**config.mk**
```make
export PLATFORM = sky130hd
export DESIGN_NAME = seq_divider_flat
export DESIGN_NICKNAME = d
export VERILOG_FILES = /design/src/rtl/seq_divider_pkg.sv /design/src/rtl/seq_divider_if.sv /design/src/rtl/seq_divider_div_step.sv /design/src/rtl/seq_divider.sv /design/src/flat_wrapper.sv
export SDC_FILE = /design/constraint.sdc
export NUM_CORES = 1
export LEC_CHECK = 0
export ABC_AREA = 1
export CAP_MARGIN = 20
export CORE_MARGIN = 4
export CORE_UTILIZATION = 55
export DETAILED_ROUTE_END_ITERATION = 10
export PLACE_DENSITY_LB_ADDON = 0.08
export SYNTH_ARGS = -nofsm -noshare
export SYNTH_HDL_FRONTEND = slang
export SYNTH_SLANG_ARGS = --single-unit
```
**constraint.sdc**
```tcl
create_clock -name clk -period 6 [get_ports clk]
set_clock_uncertainty 0.1 [all_clocks]
set_input_delay 0.6 -clock clk [delete_from_list [all_inputs] [get_ports clk]]
set_output_delay 0.6 -clock clk [all_outputs]
set_load 0.02 [all_outputs]
```
**src/rtl/seq_divider_pkg.sv**
```systemverilog
// Shared types and helpers for the sequential divider.
// Provides the FSM state type and two's-complement negate/abs helpers that
// work on a wide word; callers cast back down to their own width.
package cpu_div_pkg;

  typedef enum logic [1:0] {DIV_IDLE, DIV_CALC, DIV_DONE} div_state_t;

  // Widest operand the helpers support; narrower callers zero-extend in and truncate out.
  localparam int unsigned DIV_MAXW = 64;
  typedef logic [DIV_MAXW-1:0] div_word_t;

  // Two's-complement negate; correct modulo 2^W after truncation to any W <= DIV_MAXW.
  function automatic div_word_t neg_n(input div_word_t x);
    return ~x + div_word_t'(1);
  endfunction

  // Magnitude of a value whose sign bit the caller supplies.
  function automatic div_word_t abs_n(input div_word_t x, input logic is_neg);
    return is_neg ? neg_n(x) : x;
  endfunction

endpackage

```
**src/rtl/seq_divider_if.sv**
```systemverilog
// Request/response bundle of the sequential divider.
// master: requester/consumer side; slave: divider side.
//   req_valid/req_ready + signed_mode/dividend/divisor : request handshake
//   rsp_valid/rsp_ready + quotient/remainder/flags     : response handshake
//   busy                                               : divider in CALC or DONE
interface seq_divider_if #(
  parameter int unsigned N = 16
);
  logic         req_valid;
  logic         req_ready;
  logic         signed_mode;
  logic [N-1:0] dividend;
  logic [N-1:0] divisor;
  logic         rsp_valid;
  logic         rsp_ready;
  logic [N-1:0] quotient;
  logic [N-1:0] remainder;
  logic         div_by_zero;
  logic         overflow;
  logic         busy;

  modport master (
    output req_valid, signed_mode, dividend, divisor, rsp_ready,
    input  req_ready, rsp_valid, quotient, remainder, div_by_zero, overflow, busy
  );

  modport slave (
    input  req_valid, signed_mode, dividend, divisor, rsp_ready,
    output req_ready, rsp_valid, quotient, remainder, div_by_zero, overflow, busy
  );
endinterface

```
**src/rtl/seq_divider_div_step.sv**
```systemverilog
// One combinational restoring-division step.
//   rem, dvd_msb : partial remainder and the dividend bit shifted in next
//   dvs          : divisor magnitude
//   next_rem     : partial remainder after the trial subtraction
//   q_bit        : quotient bit produced by this step
module div_step #(
  parameter int unsigned N = 16
) (
  input  logic [N-1:0] rem,
  input  logic         dvd_msb,
  input  logic [N-1:0] dvs,
  output logic [N-1:0] next_rem,
  output logic         q_bit
);
  logic [N:0] shifted;
  logic [N:0] trial;

  // rem < dvs always holds, so the N+1-bit trial never wraps and its MSB is the sign.
  assign shifted  = {rem, dvd_msb};
  assign trial    = shifted - {1'b0, dvs};
  assign q_bit    = ~trial[N];
  assign next_rem = q_bit ? trial[N-1:0] : shifted[N-1:0];
endmodule

```
**src/rtl/seq_divider.sv**
```systemverilog
// Iterative radix-2 restoring divider, one quotient bit per clock.
//   clk, rstn : clock and asynchronous active-low reset
//   bus       : slave side of seq_divider_if (request, response, busy)
// Divide-by-zero and signed MIN/-1 bypass the iteration and respond one
// cycle after accept; all other operations take N steps.
module seq_divider
  import cpu_div_pkg::*;
#(
  parameter int unsigned N         = 16,
  parameter bit          SIGNED_EN = 1'b1
) (
  input logic          clk,
  input logic          rstn,
  seq_divider_if.slave bus
);
  localparam int unsigned CW      = $clog2(N + 1);
  localparam logic [N-1:0] MIN_VAL = {1'b1, {(N-1){1'b0}}};

  div_state_t    state_q, state_d;
  logic [CW-1:0] count_q, count_d;
  logic [N-1:0]  rem_q, rem_d;
  logic [N-1:0]  dvd_q, dvd_d;
  logic [N-1:0]  dvs_q, dvs_d;
  logic          q_neg_q, q_neg_d;
  logic          r_neg_q, r_neg_d;
  logic [N-1:0]  quot_q, quot_d;
  logic [N-1:0]  rmd_q, rmd_d;
  logic          dbz_q, dbz_d;
  logic          ovf_q, ovf_d;
  logic          rsp_valid_q, rsp_valid_d;
  logic          req_ready_q, req_ready_d;
  logic          busy_q, busy_d;

  logic [N-1:0]  step_rem;
  logic [N-1:0]  step_quot;
  logic          step_q;
  logic          sgn, dvd_neg, dvs_neg, accept;

  // Single step reused every CALC cycle; dvd_q doubles as the quotient shift register.
  div_step #(.N(N)) u_step (
    .rem     (rem_q),
    .dvd_msb (dvd_q[N-1]),
    .dvs     (dvs_q),
    .next_rem(step_rem),
    .q_bit   (step_q)
  );

  assign step_quot = {dvd_q[N-2:0], step_q};

  // Next-state and next-register logic.
  always_comb begin
    state_d     = state_q;
    count_d     = count_q;
    rem_d       = rem_q;
    dvd_d       = dvd_q;
    dvs_d       = dvs_q;
    q_neg_d     = q_neg_q;
    r_neg_d     = r_neg_q;
    quot_d      = quot_q;
    rmd_d       = rmd_q;
    dbz_d       = dbz_q;
    ovf_d       = ovf_q;
    rsp_valid_d = rsp_valid_q;
    req_ready_d = req_ready_q;
    busy_d      = busy_q;

    sgn     = SIGNED_EN && bus.signed_mode;
    dvd_neg = sgn && bus.dividend[N-1];
    dvs_neg = sgn && bus.divisor[N-1];
    accept  = (state_q == DIV_IDLE) && req_ready_q && bus.req_valid;

    case (state_q)
      DIV_IDLE: begin
        req_ready_d = 1'b1;
        if (accept) begin
          req_ready_d = 1'b0;
          busy_d      = 1'b1;
          if (bus.divisor == '0) begin
            quot_d      = '1;
            rmd_d       = bus.dividend;
            dbz_d       = 1'b1;
            ovf_d       = 1'b0;
            rsp_valid_d = 1'b1;
            state_d     = DIV_DONE;
          end else if (sgn && bus.dividend == MIN_VAL && bus.divisor == '1) begin
            quot_d      = MIN_VAL;
            rmd_d       = '0;
            dbz_d       = 1'b0;
            ovf_d       = 1'b1;
            rsp_valid_d = 1'b1;
            state_d     = DIV_DONE;
          end else begin
            rem_d   = '0;
            dvd_d   = N'(abs_n(DIV_MAXW'(bus.dividend), dvd_neg));
            dvs_d   = N'(abs_n(DIV_MAXW'(bus.divisor), dvs_neg));
            q_neg_d = dvd_neg ^ dvs_neg;
            r_neg_d = dvd_neg;
            count_d = CW'(N);
            state_d = DIV_CALC;
          end
        end
      end
      DIV_CALC: begin
        rem_d   = step_rem;
        dvd_d   = step_quot;
        count_d = count_q - CW'(1);
        // Last step: register the sign-corrected result directly.
        if (count_q == CW'(1)) begin
          quot_d      = q_neg_q ? N'(neg_n(DIV_MAXW'(step_quot))) : step_quot;
          rmd_d       = r_neg_q ? N'(neg_n(DIV_MAXW'(step_rem))) : step_rem;
          rsp_valid_d = 1'b1;
          state_d     = DIV_DONE;
        end
      end
      DIV_DONE: begin
        if (bus.rsp_ready) begin
          rsp_valid_d = 1'b0;
          dbz_d       = 1'b0;
          ovf_d       = 1'b0;
          busy_d      = 1'b0;
          req_ready_d = 1'b1;
          state_d     = DIV_IDLE;
        end
      end
      default: begin
        state_d = DIV_IDLE;
      end
    endcase
  end

  // State and datapath registers.
  always_ff @(posedge clk or negedge rstn) begin
    if (!rstn) begin
      state_q     <= DIV_IDLE;
      count_q     <= '0;
      rem_q       <= '0;
      dvd_q       <= '0;
      dvs_q       <= '0;
      q_neg_q     <= 1'b0;
      r_neg_q     <= 1'b0;
      quot_q      <= '0;
      rmd_q       <= '0;
      dbz_q       <= 1'b0;
      ovf_q       <= 1'b0;
      rsp_valid_q <= 1'b0;
      req_ready_q <= 1'b0;
      busy_q      <= 1'b0;
    end else begin
      state_q     <= state_d;
      count_q     <= count_d;
      rem_q       <= rem_d;
      dvd_q       <= dvd_d;
      dvs_q       <= dvs_d;
      q_neg_q     <= q_neg_d;
      r_neg_q     <= r_neg_d;
      quot_q      <= quot_d;
      rmd_q       <= rmd_d;
      dbz_q       <= dbz_d;
      ovf_q       <= ovf_d;
      rsp_valid_q <= rsp_valid_d;
      req_ready_q <= req_ready_d;
      busy_q      <= busy_d;
    end
  end

  assign bus.req_ready   = req_ready_q;
  assign bus.rsp_valid   = rsp_valid_q;
  assign bus.quotient    = quot_q;
  assign bus.remainder   = rmd_q;
  assign bus.div_by_zero = dbz_q;
  assign bus.overflow    = ovf_q;
  assign bus.busy        = busy_q;
endmodule

```
**src/flat_wrapper.sv**
```systemverilog
// flat-port wrapper written by rule: the top's interface ports become plain ports
module seq_divider_flat import cpu_div_pkg::*;
#(
  parameter int unsigned N         = 16,
  parameter bit          SIGNED_EN = 1'b1
)
  (clk, rstn, bus_req_valid, bus_signed_mode, bus_dividend, bus_divisor, bus_rsp_ready, bus_req_ready, bus_rsp_valid, bus_quotient, bus_remainder, bus_div_by_zero, bus_overflow, bus_busy);
  seq_divider_if #(.N(N)) bus_i ();
  input logic clk;
  input logic rstn;
  input wire logic [$bits(bus_i.req_valid)-1:0] bus_req_valid;
  input wire logic [$bits(bus_i.signed_mode)-1:0] bus_signed_mode;
  input wire logic [$bits(bus_i.dividend)-1:0] bus_dividend;
  input wire logic [$bits(bus_i.divisor)-1:0] bus_divisor;
  input wire logic [$bits(bus_i.rsp_ready)-1:0] bus_rsp_ready;
  output wire logic [$bits(bus_i.req_ready)-1:0] bus_req_ready;
  output wire logic [$bits(bus_i.rsp_valid)-1:0] bus_rsp_valid;
  output wire logic [$bits(bus_i.quotient)-1:0] bus_quotient;
  output wire logic [$bits(bus_i.remainder)-1:0] bus_remainder;
  output wire logic [$bits(bus_i.div_by_zero)-1:0] bus_div_by_zero;
  output wire logic [$bits(bus_i.overflow)-1:0] bus_overflow;
  output wire logic [$bits(bus_i.busy)-1:0] bus_busy;
  assign bus_i.req_valid = bus_req_valid;
  assign bus_i.signed_mode = bus_signed_mode;
  assign bus_i.dividend = bus_dividend;
  assign bus_i.divisor = bus_divisor;
  assign bus_i.rsp_ready = bus_rsp_ready;
  assign bus_req_ready = bus_i.req_ready;
  assign bus_rsp_valid = bus_i.rsp_valid;
  assign bus_quotient = bus_i.quotient;
  assign bus_remainder = bus_i.remainder;
  assign bus_div_by_zero = bus_i.div_by_zero;
  assign bus_overflow = bus_i.overflow;
  assign bus_busy = bus_i.busy;
  seq_divider #(.N(N), .SIGNED_EN(SIGNED_EN)) u_core (.clk(clk), .rstn(rstn), .bus(bus_i));
endmodule
```
==> results of run 1 <==
## critical path: cells and delay by family, from the launching register on
family	cells	cell delay (ps)
AOI/OAI and AO/OA	4	700
and+or+nand+nor	11	1570
buffers and inverters	4	320
adders and majority gates	3	730
DFF	1	370
## worst paths after layout
check | to | from
setup / recovery | u_core.bus.quotient[14] | u_core.dvd_q[15]
hold / removal | u_core.rem_q[14] | rstn
setup reg to reg | u_core.bus.quotient[14] | u_core.dvd_q[15]
hold reg to reg | u_core.dvs_q[13] | u_core.dvs_q[13]
max in group asynchronous | u_core.dvd_q[11] | rstn
min in group clk | u_core.dvs_q[13] | u_core.dvs_q[13]
## routing by layer
metal  wire [um]  global-route usage, %
met3        1281                  5.271
met2        7847                  40.16
met4         382                  8.110
met1        8646                  39.08
met5           0                      0
## kinds of logic (layout without fill, tap and decap cells)
logic type,Yosys count,after routing,share of synthesized area (%)
xor gates and xnor gates,36,36,4.637
and+or+nand+nor,441,441,29.78
AOI/OAI and AO/OA,176,176,15.62
DFF,94,94,34.60
adders and majority gates,27,27,5.079
buffers and inverters,164,230,10.14
muxes,1,1,0.1472
## final cells by class
cell class	instances	area (sq um)
Fill cell	1125	4187
Multi-Input combinational cell	681	3757
Sequential cell	94	2352
Timing Repair Buffer	76	750.7
Inverter	139	521.8
Clock buffer	11	252.7
Tap cell	168	210.2
Clock inverter	4	30.03
## synth_stat cells, types with 2 or more instances
cell,number,area (sq um)
clkinv_1,3,11.26
o211ai_1,4,30.03
inv_2,9,33.78
buf_2,6,30.03
or2_1,2,12.51
nand2_4,6,67.56
buf_12,2,40.04
buf_6,2,22.52
a21oi_2,13,113.9
ha_1,26,325.3
xnor2_1,11,96.34
nor3_1,15,75.07
o221ai_1,15,131.4
nand2_1,201,754.5
a31oi_1,2,12.51
buf_4,5,37.54
nand3_2,2,20.02
nor3_2,3,30.03
o31ai_1,4,30.03
clkbuf_1,9,33.78
nand4_1,9,56.30
a21oi_1,59,295.3
inv_1,127,476.7
or2_2,4,25.02
dfrtp_1,94,2352
o21ai_1,9,45.04
xor2_1,25,219.0
nand2_2,25,156.4
nand3_1,70,350.3
nand3b_1,6,45.04
o21ai_2,3,26.28
o22ai_1,14,87.58
o21ai_0,49,245.2
nor2_1,87,326.6
nor2_2,5,31.28
## state kept, by name, indices dropped and copies added (netlist names)
name and count:
u_core.q_neg_q 1, u_core.dvd_q 16, u_core.state_q 2, u_core.bus.overflow 1
u_core.r_neg_q 1, u_core.bus.div_by_zero 1, u_core.bus.req_ready 1, u_core.rem_q 16
u_core.count_q 5, u_core.bus.quotient 16, u_core.bus.rsp_valid 1, u_core.dvs_q 16
u_core.bus.busy 1, u_core.bus.remainder 16
## through the flow
step,instances,util [%]
6_report,1173,65.29
5_1_grt,1173,65.29
4_1_cts,1173,65.29
3_5_place_dp,1158,62.95
3_3_place_gp,1158,62.95
2_1_floorplan,939,-
==> reports/summary.txt, run 1 <==
CP Data Arrival Time: 4040 ps
Drt drc: 0
Hold_buf cts: 0
Max-slew headroom at the worst pin: 34.72%
Vias in the first global route: 6084
Element type at the critical path start: flop
# setup viols final: 0
Post-Synthesis Cells: 939
Flops & latches, synth: 94
Fin crit share: 64.34%
Routed Wire Length: 18160 um
Critical Path End Type: flop
Pin count of the biggest net entering global routing: 55
IO buf count: 73
Syn. warnings: 0
DRT iter0 DRCs: 658
Max FO, Critical Path: 18
Class of the worst hold path: in2async
Core area: 0.01206 sq mm
Antenna viol nets, final: 0
Htree depth: 3
Post-CTS setup buffers: 0
Slowest stage delay, CP: 400 ps
Antenna violations before repair: 0
Layout cell share with drive strength beyond 1: 9.453%
Prevailing post-synth register cell: dfrtp_1
Die width: 119.2 um
Total I/O pin count: 74
Tmin final: 3860 ps
Register area share after synthesis: 34.60%
Post-Syn Area: 0.006799 sq mm
Post-Syn Nets: 1003
Max cap viols: 0
Clock sinks: 94
Die area: 0.01421 sq mm
Synth Area per Inst: 7.241 sq um
Reg2Reg Setup Slack: 2140 ps
Worst setup margin: 2140 ps
CP Cell Sequence: inv_1 -> ha_1 -> inv_1 -> fa_1 -> nand2_1 -> nand2_1 -> nand3_1 -> nand2_2 -> nand2_4 -> nand3_2 -> nand2_8 -> ha_1 -> inv_1 -> nor3_1 -> nand3_1 -> nor3_1 -> a21oi_1 -> inv_1 -> o21ai_0 -> o21ai_0 -> nand3_1 -> a21oi_2
EDFF count, synth: 0
Place WS: 2130 ps
Worst skew pair latency: 350 ps
Placement Cell Area: 0.007592 sq mm
Vias per inst: 5.444
Die height: 119.2 um
Clk buf depth: 2
Most frequent CP cell: inv_1
Netlist cell types: 48
Worst-Margin Slew: 979.2 ps
N_diodes: 0
First-pass GRT wire length: 30450 um
GRT overflow: 0
Gpl congestion: 0.9344
Commonest non-fill, non-tap cell in the layout: nand2_1
Final hold viol count: 0
First-pass DRT Iterations: 6
Status: completed
CP max-delay cell: fa_1
Starting density of the core: 56.37%
Clock transition at path regs: 70 ps
CP Class: reg2reg
Final #Nets: 1065
Reg2Reg Depth: 22
Asr flop ratio synth: 100.0%
RSZ-0062 raised after global routing: false
Worst hold slack: 128.5 ps
Max Freq: 259.1 MHz
Commonest non-fill, non-tap cells in the layout: nand2_1, inv_1, dfrtp_1, nor2_1, clkdlybuf4s50_1
Max-slew violation total from the final report: 0
Total number of vias: 6386
Final Cell Area: 0.007875 sq mm
Critical path required time: 6180 ps
Rows: 40
WL/cell: 15.48 um
Setup_tns: 0 ps
GRT Total Usage: 26.75%
Root buffer cell: clkbuf_16
Hpwl dp: 14210 um
CTS Buf Count: 9
CTS tree: built
Layout overhead on the synthesized area: 15.83%
Post-CTS Resized: 0
Power of run 1 is left out: the tool's default activity adds up to more than one toggle a clock period on the data nets, which glitch-free logic cannot reach.
==> inputs of run 2 (changes only) <==
- CORE_UTILIZATION: 55 -> 52
- clock period: 6 -> 3.1 ns (I/O delays scaled with it)
==> reports/summary.txt, run 2 (synthesis results as in run 1) <==
Worst skew pair latency: 360 ps (about the same)
Max-slew headroom at the worst pin: 39.14% (+4.4 points)
Total I/O pin count: 74 (unchanged)
Layout overhead on the synthesized area: 24.70%
IO buf count: 73 (unchanged)
Final #Nets: 1110 (+4.2%)
WL/cell: 15.56 um (+0.50%)
Die area: 0.01497 sq mm (+5.4%)
Final core occ: 66.64% (+1.3 points)
Clock transition at path regs: 70 ps (about the same)
Critical Path End Type: flop
Setup_tns: 0 ps (unchanged)
GRT overflow: 0 (unchanged)
CP Data Arrival Time: 3270 ps (-770 ps)
Clock sinks: 94 (unchanged)
Vias per inst: 5.304 (-2.6%)
Max-slew violation total from the final report: 0 (unchanged)
First-pass GRT wire length: 30840 um (+1.3%)
CTS Buf Count: 9 (unchanged)
Die height: 122.3 um (+2.7%)
Clk buf depth: 2 (unchanged)
Final hold viol count: 0 (unchanged)
Drt drc: 0 (unchanged)
Starting density of the core: 53.44% (-2.9 points)
Die width: 122.3 um (+2.7%)
Root buffer cell: clkbuf_16
Antenna violations before repair: 0 (unchanged)
# setup viols final: 0 (unchanged)
Vias in the first global route: 6196 (+1.8%)
Layout cell share with drive strength beyond 1: 16.37% (+6.9 points)
Total number of vias: 6487 (+1.6%)
Max cap viols: 0 (unchanged)
Core area: 0.01272 sq mm (+5.5%)
Max FO, Critical Path: 8 (-10)
Routed Wire Length: 19030 um (+4.8%)
First-pass DRT Iterations: 5 (-1)
Max Freq: 324.4 MHz (+25%)
CTS tree: built
Element type at the critical path start: flop
Gpl congestion: 0.8847 (-5.3%)
N_diodes: 0 (unchanged)
Pin count of the biggest net entering global routing: 53 (-3.6%)
Status: completed
Commonest non-fill, non-tap cells in the layout: nand2_1, inv_1, dfrtp_1, nor2_1, clkdlybuf4s50_1
Class of the worst hold path: reg2reg
Commonest non-fill, non-tap cell in the layout: nand2_1
Worst-Margin Slew: 909.5 ps (-69.76 ps)
Critical path required time: 3290 ps (-2890 ps)
Tmin final: 3083 ps (-777.5 ps)
CP Class: reg2reg
RSZ-0062 raised after global routing: true
Htree depth: 3 (unchanged)
Rows: 41 (+2.5%)
Hpwl dp: 14650 um (+3.1%)
Fin crit share: 99.44% (+35 points)
DRT iter0 DRCs: 496 (-25%)
GRT Total Usage: 26.29% (-0.46 points)
Antenna viol nets, final: 0 (unchanged)
[run 2: area by class of cell]
cell class	instances	area, sq um
Fill cell	1155	4244
Multi-Input combinational cell	681	3939
Sequential cell	94	2352
Timing Repair Buffer	121	1157
Inverter	139	521.8
Clock buffer	9	225.2
Tap cell	172	215.2
Clock inverter	7	67.56
[run 2: final timing paths]
path / start / to / slack [ps] / depth (start not counted)
setup / recovery: u_core.dvd_q[15] / u_core.bus.remainder[12] / 20 / 25
hold / removal: u_core.dvs_q[9] / u_core.dvs_q[9] / 380 / 2
setup reg to reg: u_core.dvd_q[15] / u_core.bus.remainder[12] / 20 / 25
hold reg to reg: u_core.dvs_q[9] / u_core.dvs_q[9] / 380 / 2
max in group asynchronous: rstn / u_core.dvd_q[12] / 1820 / 3
min in group asynchronous: rstn / u_core.rem_q[8] / 390 / 2
[run 2: per-stage QoR]
| stage | std cells | setup slack (ps) | cell area, sq um | hold slack (ps) |
|---|---|---|---|---|
| finish | 1223 | 17.26 | 8478 | 384.0 |
| global route | 1223 | -204.4 | 8478 | 415.3 |
| CTS | 1218 | 15.53 | 8313 | 386.4 |
| detailed placement | 1199 | -129.9 | 7976 | 253.3 |
| global placement | 1199 | -27.27 | 7976 | 248.9 |
| floorplan | 939 | -33.90 | 6838 | -85.59 |
[run 2: timing repair]
item,CTS,global route
hold buffers,1,0
setup endpoints to repair,6,20
hold endpoints to repair,42,0
buffers inserted,2,5
pin swaps,4,20
gates resized for setup,6,30
[run 2: metal layers]
metal / GRT usage (%) / part of all wire (%) / up-vias
met1: 38.33 / 49 / 2980
met3: 5.392 / 6.3 / 30
li1: - / - / 3294
met5: 0 / 0 / -
met4: 6.788 / 1.7 / 0
met2: 40.02 / 43 / 183
[run 2: critical path, stage by stage (launching register included)]
cell	delay [ps]
dfrtp_1	400
inv_2	90
ha_4	130
inv_2	40
fa_2	370
nand2_2	90
nand2_2	60
nand3_2	60
nand2_2	70
nand2_4	100
nand2_4	60
nand2_4	90
nand2_8	70
buf_4	160
nand2_1	80
o21ai_2	60
inv_1	80
ha_2	190
nand2_2	70
nor2_4	120
nand2_2	80
nand2_4	120
nand3_2	80
nand2_1	60
nand3_1	60
a21oi_1	140
Power of run 2 is left out for the same reason.
